$ cat src/rtl/mux_pkg.sv
// Shared types and helpers for the N-to-1 arbitrated output mux.
// Contains the arbitration mode enum and the width function for channel indices.
// These are used by the mux top and by its winner-picker sub-module.
package mux_pkg;

  typedef enum logic {
    ARB_PRIORITY,
    ARB_ROUND_ROBIN
  } arb_mode_e;

  // Width of a binary channel index; never less than one bit.
  function automatic int idx_width(input int n);
    return (n <= 2) ? 1 : $clog2(n);
  endfunction

endpackage

$ cat src/rtl/rr_priority_picker.sv
// Picks the first asserted request at or after a start index, wrapping from N-1 to 0.
// Latency: combinational only.
// Backpressure: none. The caller decides whether the pick is consumed.
module rr_priority_picker
  import mux_pkg::*;
#(
  parameter int N = 5
) (
  input  logic [N-1:0]              req,
  input  logic [idx_width(N)-1:0]   start,
  output logic [N-1:0]              onehot,
  output logic [idx_width(N)-1:0]   idx,
  output logic                      found
);

  localparam int IW = idx_width(N);

  // One extra bit holds start+offset before the modulo-N fold.
  logic [IW:0]   pos_sum;
  logic [IW-1:0] pos;

  always_comb begin
    onehot  = '0;
    idx     = '0;
    found   = 1'b0;
    pos_sum = '0;
    pos     = '0;
    for (int off = 0; off < N; off++) begin
      pos_sum = {1'b0, start} + (IW+1)'(off);
      if (pos_sum >= (IW+1)'(N)) begin
        pos_sum = pos_sum - (IW+1)'(N);
      end
      pos = pos_sum[IW-1:0];
      if (!found && req[pos]) begin
        found       = 1'b1;
        onehot[pos] = 1'b1;
        idx         = pos;
      end
    end
  end

endmodule

$ cat src/rtl/arb_mux_n_to_1.sv
// N-to-1 arbitrated mux that supports fixed-priority or round-robin arbitration, with a sticky conflict flag.
// Latency: 1 cycle from accept to registered out/out_valid/grant.
// Backpressure: out_valid && !out_ready holds everything and ignores sel (sel_ack=0).
module arb_mux_n_to_1
  import mux_pkg::*;
#(
  parameter int        WORD_LENGTH = 32,
  parameter int        NUM_INPUTS  = 5,
  parameter arb_mode_e MODE        = ARB_PRIORITY
) (
  input  logic                                   clk,
  input  logic                                   rst_n,
  input  logic [NUM_INPUTS-1:0][WORD_LENGTH-1:0] data_in,
  input  logic [NUM_INPUTS-1:0]                  sel,
  input  logic                                   out_ready,
  input  logic                                   clear_conflict,
  output logic [NUM_INPUTS-1:0]                  sel_ack,
  output logic [WORD_LENGTH-1:0]                 out,
  output logic                                   out_valid,
  output logic [NUM_INPUTS-1:0]                  grant,
  output logic [idx_width(NUM_INPUTS)-1:0]       grant_idx,
  output logic                                   conflict
);

  localparam int            IW   = idx_width(NUM_INPUTS);
  localparam logic [IW-1:0] LAST = IW'(NUM_INPUTS - 1);

  generate
    if (NUM_INPUTS < 2) begin : g_bad_num_inputs
      $error("arb_mux_n_to_1: NUM_INPUTS must be >= 2");
    end
    if (WORD_LENGTH < 1) begin : g_bad_word_length
      $error("arb_mux_n_to_1: WORD_LENGTH must be >= 1");
    end
  endgenerate

  logic [IW-1:0]         rr_ptr;
  logic [IW-1:0]         start;
  logic [NUM_INPUTS-1:0] win_oh;
  logic [IW-1:0]         win_idx;
  logic                  win_found;
  logic                  load;
  logic                  accept;
  logic                  multi_req;

  // In priority mode, the search is pinned to channel 0. In round-robin mode, it begins just past the last winner.
  always_comb begin
    start = '0;
    if (MODE == ARB_ROUND_ROBIN) begin
      start = (rr_ptr == LAST) ? '0 : rr_ptr + 1'b1;
    end
  end

  rr_priority_picker #(
    .N (NUM_INPUTS)
  ) u_picker (
    .req    (sel),
    .start  (start),
    .onehot (win_oh),
    .idx    (win_idx),
    .found  (win_found)
  );

  // win_found is equivalent to |sel.
  assign load      = !out_valid || out_ready;
  assign accept    = load && win_found;
  assign multi_req = |(sel & (sel - 1'b1));
  assign sel_ack   = (accept && rst_n) ? win_oh : '0;

  always_ff @(posedge clk or negedge rst_n) begin
    if (!rst_n) begin
      out       <= '0;
      out_valid <= 1'b0;
      grant     <= '0;
      grant_idx <= '0;
      rr_ptr    <= LAST;
    end else if (accept) begin
      out       <= data_in[win_idx];
      out_valid <= 1'b1;
      grant     <= win_oh;
      grant_idx <= win_idx;
      rr_ptr    <= win_idx;
    end else if (load) begin
      // Idle slot. The previous out word and grant_idx stay visible.
      out_valid <= 1'b0;
      grant     <= '0;
    end
  end

  // If a set and a clear occur in the same cycle, the set wins. A stalled request cannot set the flag because accept is low.
  always_ff @(posedge clk or negedge rst_n) begin
    if (!rst_n) begin
      conflict <= 1'b0;
    end else if (accept && multi_req) begin
      conflict <= 1'b1;
    end else if (clear_conflict) begin
      conflict <= 1'b0;
    end
  end

endmodule

$ cat config.mk
export PLATFORM = sky130hd
export DESIGN_NAME = arb_mux_n_to_1
export DESIGN_NICKNAME = d
export VERILOG_FILES = /design/src/rtl/mux_pkg.sv /design/src/rtl/rr_priority_picker.sv /design/src/rtl/arb_mux_n_to_1.sv
export SDC_FILE = /design/constraint.sdc
export NUM_CORES = 1
export LEC_CHECK = 0
export ABC_AREA = 1
export BUFFER_PORTS_ARGS = -buffer_cell sky130_fd_sc_hd__buf_2
export CAP_MARGIN = 20
export CORE_MARGIN = 1
export CORE_UTILIZATION = 45
export CTS_CLUSTER_DIAMETER = 200
export DETAILED_ROUTE_END_ITERATION = 6
export PLACE_DENSITY = 0.82
export SYNTH_ARGS = -nofsm -noshare
export SYNTH_HDL_FRONTEND = slang
export SYNTH_SLANG_ARGS = --single-unit
$ cat constraint.sdc
create_clock -name clk -period 1.7 [get_ports clk]
set_input_delay 0.085 -clock clk [delete_from_list [all_inputs] [get_ports clk]]
set_output_delay 0.085 -clock clk [all_outputs]
set_load 0.1 [all_outputs]
==> reports/metrics.csv <==
stage,metric,value,unit
clock_network,clock-sinks,42,
placement,place_hpwl,8370,um
timing,setup_violations,0,
worst_hold_path,hold_class,in2reg,
placement,dp_slack,0.301,ns
routing,vias,4609,
pwr,leakagePower,3.26,nW
pwr,vdd_drop_max,0.424,mV
worst_setup_path,critPathArrivalTime,1.55,ns
global_route,grt_pass1_wl,18000,um
worst_hold_path,min-delay-start,out_ready,
worst_setup_path,regToRegSetupSlack,0.38,ns
floorplanning,rows,32,
routing,drt-pass1-iter-count,5,
global_route,grt_overflow,0,
synth,syn_nets,815,
synth,synth_area_leaders,"dfrtp_1, nand3_1, nand2_1",
worst_setup_path,critical-path-top-delay-family,flip-flops,
timing,post-route-period-util,96.2,%
routing,via_per_inst,4.86,
timing,rsz0062_at_grt,false,
timing,worstMarginPinSlew,0.542,ns
clock_network,worst_skew_pair.late_latency,0.29,ns
placement,gp_congestion,0.841,
pwr,powerDensity,852,mW/mm2
synth,synth_seq_area_share,28.6,%
timing,tns,0,ns
worst_setup_path,crit_path_start,out_valid,
worst_setup_path,crit_buf_inv,4,
timing,min_period,1.64,ns
clock_network,htreeDepth,2,
routing,wl_per_cell,11.5,um
timing,hold_viol_final,0,
finish,stdcell_count,948,
worst_setup_path,worstPathRequired,1.62,ns
routing,first_iter_violations,160,
synth,synth_top_area_cell,dfrtp_1,
clock_network,clkTransAtPathRegs,0.09,ns
global_route,grt_max_degree,65,
finish,layout_common_cells,"buf_2, nand2_1, nand3_1",
worst_setup_path,r2r-start,out_valid,
clock_network,cts_made_buffers,5,
clock_network,cts_root_buf,clkbuf_8,
finish,area_growth,36.9,%
synth,yosysWarnings,0,
worst_setup_path,cp-start-kind,flip-flop,
worst_setup_path,slowest_delay,0.48,ns
floorplanning,die-area,0.00853,mm2
finish,final_common_cell,buf_2,
synth,syn_area_per_cell,5.69,um2
global_route,grt_antenna_before_repair,0,
timing,finClkSkew,0.0102,ns
clock_network,tritoncts,done,
global_route,grt_pass1_vias,4137,
worst_setup_path,path_cells,inv_2 > nor2_2 > inv_2 > nand2_4 > inv_4 > nand2_4 > nor2_4 > buf_12,
finish,finalNetCount,1014,
timing,max_slew_margin,63.9,%
worst_setup_path,crit_slowest_cell,dfrtp_4,
timing,final_max_slew_viol_count,0,
synth,yosys.area.top_type_share,28.6,%
synth,synth_area,0.00367,mm2
timing,max_freq,611,MHz
finish,antennaDiodeCount,0,
floorplanning,die_y,92.4,um
job,max_cap_viol_count,0,
synth,ys_types,18,
global_route,grt_use_total,26.0,%
clock_network,clockBufferDepth,2,
clock_network,post_cts_buffers,0,
worst_setup_path,path_max_fanout,5,
placement,io_buffers,215,
timing,setup_ws,0.0640,ns
floorplanning,initial_core_util,47.1,%
synth,postSynthRegisterBits,42,
routing,totalWireLength,10900,um
floorplanning,die_x,92.4,um
finish,drive_gt1_share,30.5,%
floorplanning,ios,216,
status,status,finished clean,
worst_setup_path,crit_path_end_kind,output port,
placement,placed_cells,938,
routing,postRouteAntennaNets,0,
synth,synthCells,646,
worst_setup_path,worstSetupPathType,reg2out,
timing,whs,0.0889,ns
floorplanning,design.core.area,0.00781,mm2
routing,drcViolationCount,0,
[synthesized netlist by cell type]
master	n
nand3_4	1
buf_2	26
nand3_1	161
o2111ai_1	1
inv_1	135
a31oi_1	1
clkbuf_1	3
nand2_1	179
nor2_2	1
nor2_4	1
buf_6	7
inv_2	2
o21ai_0	6
nor2_1	72
nand2_2	3
nand2_4	1
buf_4	4
dfrtp_1	42
[report_power, final]
group	internal (mW)	switching [mW]
Clock	0.433	0.352
Combinational	0.513	1.75
Sequential	1.15	0.0789
[tightest hold or removal path: stages]
cell and delay, ns:
buf_2 0.08, nor2_2 0.04, inv_2 0.08, nand2_1 0.06
[state kept, by name (all words and copies together), names as in the netlist]
signal and cells:
conflict 1, grant 5, out_valid 1, grant_idx 3
out 32
[layer usage]
| metal | part of all wire (%) | track usage, % | up-vias |
|---|---|---|---|
| met4 | 1.4 | 8.07 | 0 |
| met2 | 49 | 46.6 | 244 |
| li1 | - | - | 2338 |
| met3 | 9.0 | 4.19 | 16 |
| met5 | 0 | 0 | - |
| met1 | 41 | 31.7 | 2011 |
[worst paths after layout]
kind / to / cells past startpoint
worst max-delay path: sel_ack[2] / 8
worst min-delay path: out_valid / 4
worst max register to register: out[2] / 8
worst min register to register: out[28] / 2
max in group asynchronous: out_valid / 3
min in group asynchronous: grant[4] / 3
[metrics by stage]
| stage | utilization (%) | power [mW] | area, um2 |
|---|---|---|---|
| 4_1_cts | 64.4 | 4.31 | 5020 |
| 2_1_floorplan | - | 2.98 | 3730 |
| 3_5_place_dp | 62.7 | 3.52 | 4900 |
| 3_3_place_gp | 62.7 | 3.49 | 4900 |
| 6_report | 64.4 | 4.28 | 5030 |
| 5_1_grt | 64.4 | 4.51 | 5030 |
[cell families after synthesis]
| group | Yosys count | synth area share (%) |
|---|---|---|
| simple gates | 419 | 49.4 |
| buf+inv | 177 | 20.8 |
| flops | 42 | 28.6 |
| compound gates | 8 | 1.23 |
[repair_timing]
item / CTS / global route
endpoints found under the hold margin: 43 / 0
hold buffers: 2 / 0
endpoints found under the setup margin: 0 / 5
resized for setup: 0 / 1
[layout make-up]
cell class,instances,area [um2]
Clock buffer,5,68.8
Clock inverter,3,40.0
Fill cell,733,2780
Inverter,137,517
Multi-Input combinational cell,427,1910
Sequential cell,42,1050
Tap cell,102,128
Timing Repair Buffer,232,1310
Note: power is estimated with default switching activity, not from simulation.
